===== src/rtl/sprite_pkg.sv =====
// Shared sprite types, palette and sizes.
// Imported by sprite_hit and sprite_renderer.
package sprite_pkg;

  localparam int SPR_SIZE = 16;
  localparam int TILE_MAX = 8;

  localparam logic [23:0] SPR_PALETTE [16] = '{
    24'h000000, 24'h101010, 24'hFFFFFF, 24'hE45C10,
    24'hB53120, 24'hFCBC3C, 24'hFFD800, 24'hAC7C00,
    24'h0058F8, 24'h3CBCFC, 24'h00A800, 24'h58D854,
    24'h881400, 24'hF878F8, 24'h6844FC, 24'hBCBCBC
  };

  typedef struct packed {
    logic signed [15:0]  x;
    logic signed [15:0]  y;
    logic [TILE_MAX-1:0] tile;
    logic                vis;
    logic                flip;
  } sprite_attr_t;

endpackage


===== src/rtl/sprite_hit.sv =====
// Bounding-box test and local offsets for one slot.
// Ports: sx/sy screen pos, attr slot attributes; hit, dx, dy out.
// SPRITE_MIRROR_EN: apply horizontal mirror to dx when attr.flip.
module sprite_hit
  import sprite_pkg::*;
(
  input  logic signed [15:0] sx,
  input  logic signed [15:0] sy,
  input  sprite_attr_t       attr,
  output logic               hit,
  output logic [3:0]         dx,
  output logic [3:0]         dy
);

  logic signed [16:0] sx_w, sy_w;
  logic signed [16:0] x_lo, x_hi;
  logic signed [16:0] y_lo, y_hi;
  logic [3:0]         raw_dx;
  logic               unused_attr;

  // 17-bit so that x+15 near 32767 cannot wrap
  assign sx_w = 17'(sx);
  assign sy_w = 17'(sy);
  assign x_lo = 17'($signed(attr.x));
  assign y_lo = 17'($signed(attr.y));
  assign x_hi = x_lo + 17'sd15;
  assign y_hi = y_lo + 17'sd15;

  assign hit = attr.vis
    && (sx_w >= x_lo) && (sx_w <= x_hi)
    && (sy_w >= y_lo) && (sy_w <= y_hi);

  assign raw_dx = sx[3:0] - attr.x[3:0];
  assign dy     = sy[3:0] - attr.y[3:0];

`ifdef SPRITE_MIRROR_EN
  assign dx = attr.flip ? ~raw_dx : raw_dx;
`else
  assign dx = raw_dx;
`endif

  assign unused_attr = ^{attr.tile, attr.flip};

endmodule


===== src/rtl/sprite_renderer.sv =====
// 3-stage sprite overlay: hit/priority, ROM address, palette mux.
// Ports: i_sx/i_sy/i_frame/i_bg_rgb, i_wr_* attrs, ROM, o_rgb/o_hit.
// SPRITE_MIRROR_EN: store i_wr_flip per slot and mirror dx.
module sprite_renderer
  import sprite_pkg::*;
#(
  parameter int NUM_SPR = 8,
  parameter int TILE_W  = 4
) (
  input  logic                 i_pix_clk,
  input  logic                 i_rst_n,
  input  logic signed [15:0]   i_sx,
  input  logic signed [15:0]   i_sy,
  input  logic                 i_frame,
  input  logic [23:0]          i_bg_rgb,
  input  logic                 i_wr_en,
  input  logic [3:0]           i_wr_idx,
  input  logic signed [15:0]   i_wr_x,
  input  logic signed [15:0]   i_wr_y,
  input  logic [TILE_W-1:0]    i_wr_tile,
  input  logic                 i_wr_vis,
  input  logic                 i_wr_flip,
  output logic [TILE_W+7:0]    o_rom_addr,
  input  logic [3:0]           i_rom_data,
  output logic [23:0]          o_rgb,
  output logic                 o_hit
);

  sprite_attr_t shadow [NUM_SPR];
  sprite_attr_t active [NUM_SPR];
  sprite_attr_t eff    [NUM_SPR];
  sprite_attr_t wr_attr;

  logic [NUM_SPR-1:0] hits;
  logic [3:0]         dxs [NUM_SPR];
  logic [3:0]         dys [NUM_SPR];

  logic              win_v;
  logic [3:0]        win_dx, win_dy;
  logic [TILE_W-1:0] win_tile;

  logic              v1, v2;
  logic [3:0]        dx1, dy1;
  logic [TILE_W-1:0] tile1;
  logic [23:0]       bg1, bg2;
  logic              opaque;
  logic              unused_flip;

  always_comb begin
    wr_attr      = '0;
    wr_attr.x    = i_wr_x;
    wr_attr.y    = i_wr_y;
    wr_attr.tile = TILE_MAX'(i_wr_tile);
    wr_attr.vis  = i_wr_vis;
`ifdef SPRITE_MIRROR_EN
    wr_attr.flip = i_wr_flip;
`endif
  end

  assign unused_flip = i_wr_flip;

  // active loads the pre-edge shadow; a same-cycle write waits a frame
  always_ff @(posedge i_pix_clk or negedge i_rst_n) begin
    if (!i_rst_n) begin
      for (int k = 0; k < NUM_SPR; k++) begin
        shadow[k] <= '0;
        active[k] <= '0;
      end
    end else begin
      for (int k = 0; k < NUM_SPR; k++) begin
        if (i_frame)
          active[k] <= shadow[k];
        if (i_wr_en && i_wr_idx == 4'(k))
          shadow[k] <= wr_attr;
      end
    end
  end

  // the pixel beside the frame pulse already sees the new scene
  for (genvar g = 0; g < NUM_SPR; g++) begin : g_slot
    assign eff[g] = i_frame ? shadow[g] : active[g];
    sprite_hit u_hit (
      .sx   (i_sx),
      .sy   (i_sy),
      .attr (eff[g]),
      .hit  (hits[g]),
      .dx   (dxs[g]),
      .dy   (dys[g])
    );
  end

  always_comb begin
    win_v    = 1'b0;
    win_dx   = '0;
    win_dy   = '0;
    win_tile = '0;
    for (int k = NUM_SPR - 1; k >= 0; k--) begin
      if (hits[k]) begin
        win_v    = 1'b1;
        win_dx   = dxs[k];
        win_dy   = dys[k];
        win_tile = eff[k].tile[TILE_W-1:0];
      end
    end
  end

  always_ff @(posedge i_pix_clk or negedge i_rst_n) begin
    if (!i_rst_n) begin
      v1    <= 1'b0;
      dx1   <= '0;
      dy1   <= '0;
      tile1 <= '0;
      bg1   <= '0;
    end else begin
      v1    <= win_v;
      dx1   <= win_dx;
      dy1   <= win_dy;
      tile1 <= win_tile;
      bg1   <= i_bg_rgb;
    end
  end

  always_ff @(posedge i_pix_clk or negedge i_rst_n) begin
    if (!i_rst_n) begin
      o_rom_addr <= '0;
      v2         <= 1'b0;
      bg2        <= '0;
    end else begin
      o_rom_addr <= {tile1, dy1, dx1};
      v2         <= v1;
      bg2        <= bg1;
    end
  end

  assign opaque = v2 && (i_rom_data != 4'd0);

  always_ff @(posedge i_pix_clk or negedge i_rst_n) begin
    if (!i_rst_n) begin
      o_rgb <= '0;
      o_hit <= 1'b0;
    end else begin
      o_rgb <= opaque ? SPR_PALETTE[i_rom_data] : bg2;
      o_hit <= opaque;
    end
  end

endmodule

===== config.mk =====
export PLATFORM = sky130hd
export DESIGN_NAME = sprite_renderer
export DESIGN_NICKNAME = d
export VERILOG_FILES = /design/src/rtl/sprite_pkg.sv /design/src/rtl/sprite_hit.sv /design/src/rtl/sprite_renderer.sv
export SDC_FILE = /design/constraint.sdc
export NUM_CORES = 2
export LEC_CHECK = 0
export CAP_MARGIN = 15
export CORE_MARGIN = 1
export CORE_UTILIZATION = 60
export CTS_CLUSTER_DIAMETER = 40
export DETAILED_ROUTE_END_ITERATION = 8
export GPL_ROUTABILITY_DRIVEN = 1
export HOLD_SLACK_MARGIN = 0.03
export PLACE_DENSITY_LB_ADDON = 0.1
export SETUP_SLACK_MARGIN = 0.15
export SLEW_MARGIN = 20
export SYNTH_ARGS = -nofsm -noshare
export SYNTH_HDL_FRONTEND = slang
export SYNTH_HIERARCHICAL = 1
export SYNTH_SLANG_ARGS = --single-unit

===== constraint.sdc =====
create_clock -name i_pix_clk -period 5.63 [get_ports i_pix_clk]
set_input_delay 1.4075 -clock i_pix_clk [delete_from_list [all_inputs] [get_ports i_pix_clk]]
set_output_delay 1.4075 -clock i_pix_clk [all_outputs]
set_load 0.02 [all_outputs]

==> results.sh <==
export IMPL_grt_pass1_wl_mm=195
export IMPL_clock_insertion_delay_worst_skew_ns=0.67
export IMPL_cts_root_buf="sky130_fd_sc_hd__clkbuf_16"
export IMPL_finalSetupTns_ns=0
export IMPL_critPathMostFrequentCell="sky130_fd_sc_hd__buf_4"
export IMPL_post_synth_instance_area_sq_mm=0.0435
export IMPL_standard_cell_row_count=98
export IMPL_p_total_mw=22.8
export IMPL_run_status="finished, final reports clean"
export IMPL_vias_in_the_first_global_route=33900
export IMPL_drive_gt1_share_pct=30.7
export IMPL_starting_drt_drc_count=2521
export IMPL_multiInputGateArea_sq_mm=0.0245
export IMPL_port_buffers=141
export IMPL_areaGrowthSynthToFinish_pct=25.1
export IMPL_core_region_area_sq_mm=0.0716
export IMPL_final_net_count=5304
export IMPL_whs_endpoint="o_rom_addr[7]$_DFF_PN0_"
export IMPL_fin_worst_skew_ns=0.0151
export IMPL_r2r_worst_path_cells=22
export IMPL_hold_viol_final=0
export IMPL_cts_sink_count=691
export IMPL_synth_avg_cell_area_sq_um=11.1
export IMPL_die_area_sq_mm=0.0735
export IMPL_crit_path_end_kind="register"
export IMPL_finalWirelength_mm=127
export IMPL_min_from="dy1[3]$_DFF_PN0_"
export IMPL_clkSlewWorstSetupHoldPaths_ns=0.06
export IMPL_layout_commonest_cell="sky130_fd_sc_hd__dfrtp_1"
export IMPL_utilization_pct=75.9
export IMPL_arrival_ns=5.94
export IMPL_drc_violation_count_after_routing=0
export IMPL_crit_reg2reg_launch="shadow[242]$_DFFE_PN0P_"
export IMPL_worst_setup_path_start_kind="input port"
export IMPL_pin_count_of_the_biggest_net_entering_global_routing=116
export IMPL_ys_warnings_count=6
export IMPL_seq_area_sq_mm=0.0173
export IMPL_layout_filler_cells=4983
export IMPL_drt_pass1_iterations=5
export IMPL_timing_critical_path_required_ns=6.17
export IMPL_static_leakage_power_nw=25.6
export IMPL_synth_nets=4592
export IMPL_power_density_cell_area_mw_per_mm2=419
export IMPL_initial_core_util_pct=60.7
export IMPL_post_route_min_period_ns=5.40
export IMPL_finalCritPeriodShare_pct=95.9
export IMPL_grt_antenna_before_repair=6
export IMPL_ctsHtreeMaxLevel=3
export IMPL_crit_type="in -> reg"
export IMPL_final_cell_count_no_fill=5674
export IMPL_layout_cell_area_non_filler_sq_mm=0.0544
export IMPL_ir_worst_vdd_uv=299
export IMPL_post_cts_hold_buffer_count=0
export IMPL_worst_slew_pin_slew_ns=1.01
export IMPL_post_drt_wl_per_cell_um=22.4
export IMPL_grt_setup_unrepaired="true"
export IMPL_cells_traversed_along_the_worst_timing_path="buf_8 > buf_4 > mux2_2 > and3_1 > and3_1 > and2_1 > and3_1 > nand4_1 > xnor2_1 > ha_1 > nand3_1 > nor4_4 > buf_4 > o31ai_1 > o211ai_1 > a2111oi_2 > buf_4 > o211a_1 > buf_4 > nor2_4 > buf_4 > o21ai_0 > a21oi_1 > o22a_1"
export IMPL_hold_depth=0
export IMPL_worst_hold_path_type="reg -> reg"
export IMPL_r2r_end="dy1[0]$_DFF_PN0_"
export IMPL_gp_congestion=0.960
export IMPL_chipWidth_um=271
export IMPL_timing_final_max_slew_violations=0
export IMPL_path_max_fanout=7
export IMPL_die_height_um=271
export IMPL_globalRoute_totalOverflow=0
export IMPL_cp_slowest_stage_delay_ns=0.34
export IMPL_place_hpwl_mm=91.3
export IMPL_timing_reg2reg_setup_slack_ns=0.98
export IMPL_maxSlewHeadroom_pct=32.4
export IMPL_detailed_place_area_sq_mm=0.0501
export IMPL_detailroute_via_count=33700
export IMPL_tritoncts_clock_tree="yes"
export IMPL_max_cap_violations=0
export IMPL_critical_path_slowest_cell="sky130_fd_sc_hd__mux2_2"
export IMPL_ios=143
export IMPL_post_synth_inst_count=3917
export IMPL_placedCellCount=5462
export IMPL_clock_fmax_mhz=185
export IMPL_globalRouteTotalUtil_pct=34.6
export IMPL_clock_buffers_created_by_tritoncts=109
export IMPL_most_common_layout_cells="sky130_fd_sc_hd__dfrtp_1 (691), sky130_fd_sc_hd__mux2_2 (558), sky130_fd_sc_hd__ha_1 (552)"
export IMPL_max_clock_path_buffers=3
export IMPL_final_setup_violating_endpoints=0
export IMPL_antenna_left=0
export IMPL_routed_via_density=5.93
-- what timing repair did --
action,in CTS,in global routing
setup endpoints to repair,3,12
gates resized for setup,1,40
buffers inserted,0,4
cloned,0,2
pin swaps,0,10
endpoints found under the hold margin,0,0
-- worst max-delay path by stage --
stage,start,to,slack (ns),cells past startpoint
global placement,i_frame,dy1[2]$_DFF_PN0_,-0.55,24
global route,i_frame,dy1[1]$_DFF_PN0_,0.07,23
detailed placement,i_frame,dy1[1]$_DFF_PN0_,-0.55,24
floorplan,i_frame,dy1[1]$_DFF_PN0_,0.15,24
finish,i_frame,dy1[0]$_DFF_PN0_,0.23,24
CTS,i_frame,dx1[1]$_DFF_PN0_,0.18,21
-- registers in the layout, summed over array words and instances (netlist names) --
name,cells
dy1,4
o_rom_addr,12
v2,1
shadow,296
o_rgb,24
dx1,4
o_hit,1
tile1,4
bg2,24
active,296
v1,1
bg1,24
-- metal layers --
layer | track usage [%] | share of wire [%] | up-vias
met5 | 0 | 0.0063 | -
met4 | 11.0 | 3.0 | 2
met3 | 5.79 | 7.9 | 222
met2 | 53.6 | 44 | 1124
met1 | 49.5 | 45 | 16800
li1 | - | - | 15500
-- per-stage QoR --
step | setup slack, ns | hold WS, ns
6_report | 0.234 | 0.346
3_5_place_dp | -0.548 | 0.335
2_1_floorplan | 0.148 | 0.331
3_3_place_gp | -0.551 | 0.333
4_1_cts | 0.179 | 0.347
5_1_grt | 0.0668 | 0.347
-- power breakdown --
part	leakage, nW	switching, mW	internal [mW]
sequential	8.47	0.453	6.16
clock	1.93	2.57	4.63
combinational	15.2	4.65	4.32
total	25.6	7.68	15.1
-- layout make-up --
class	count	area share, %
multi-input cells	2775	45.1
repair buffers	687	11.0
clock inverters	71	1.84
flip-flops and latches	691	31.8
diodes	1	0.00460
inverters	365	2.52
clock buffers	134	5.49
well taps	950	2.19
-- critical path: cells and delay by family --
family,cells,cell delay (ns)
AO/OA/AOI/OAI,7,1.34
buffers and inverters,6,1.08
adder cells (fa/ha/maj),1,0.26
AND/OR/NAND/NOR,8,1.34
multiplexers,1,0.34
XOR/XNOR,1,0.13
Power figures use the tool's default switching activity.
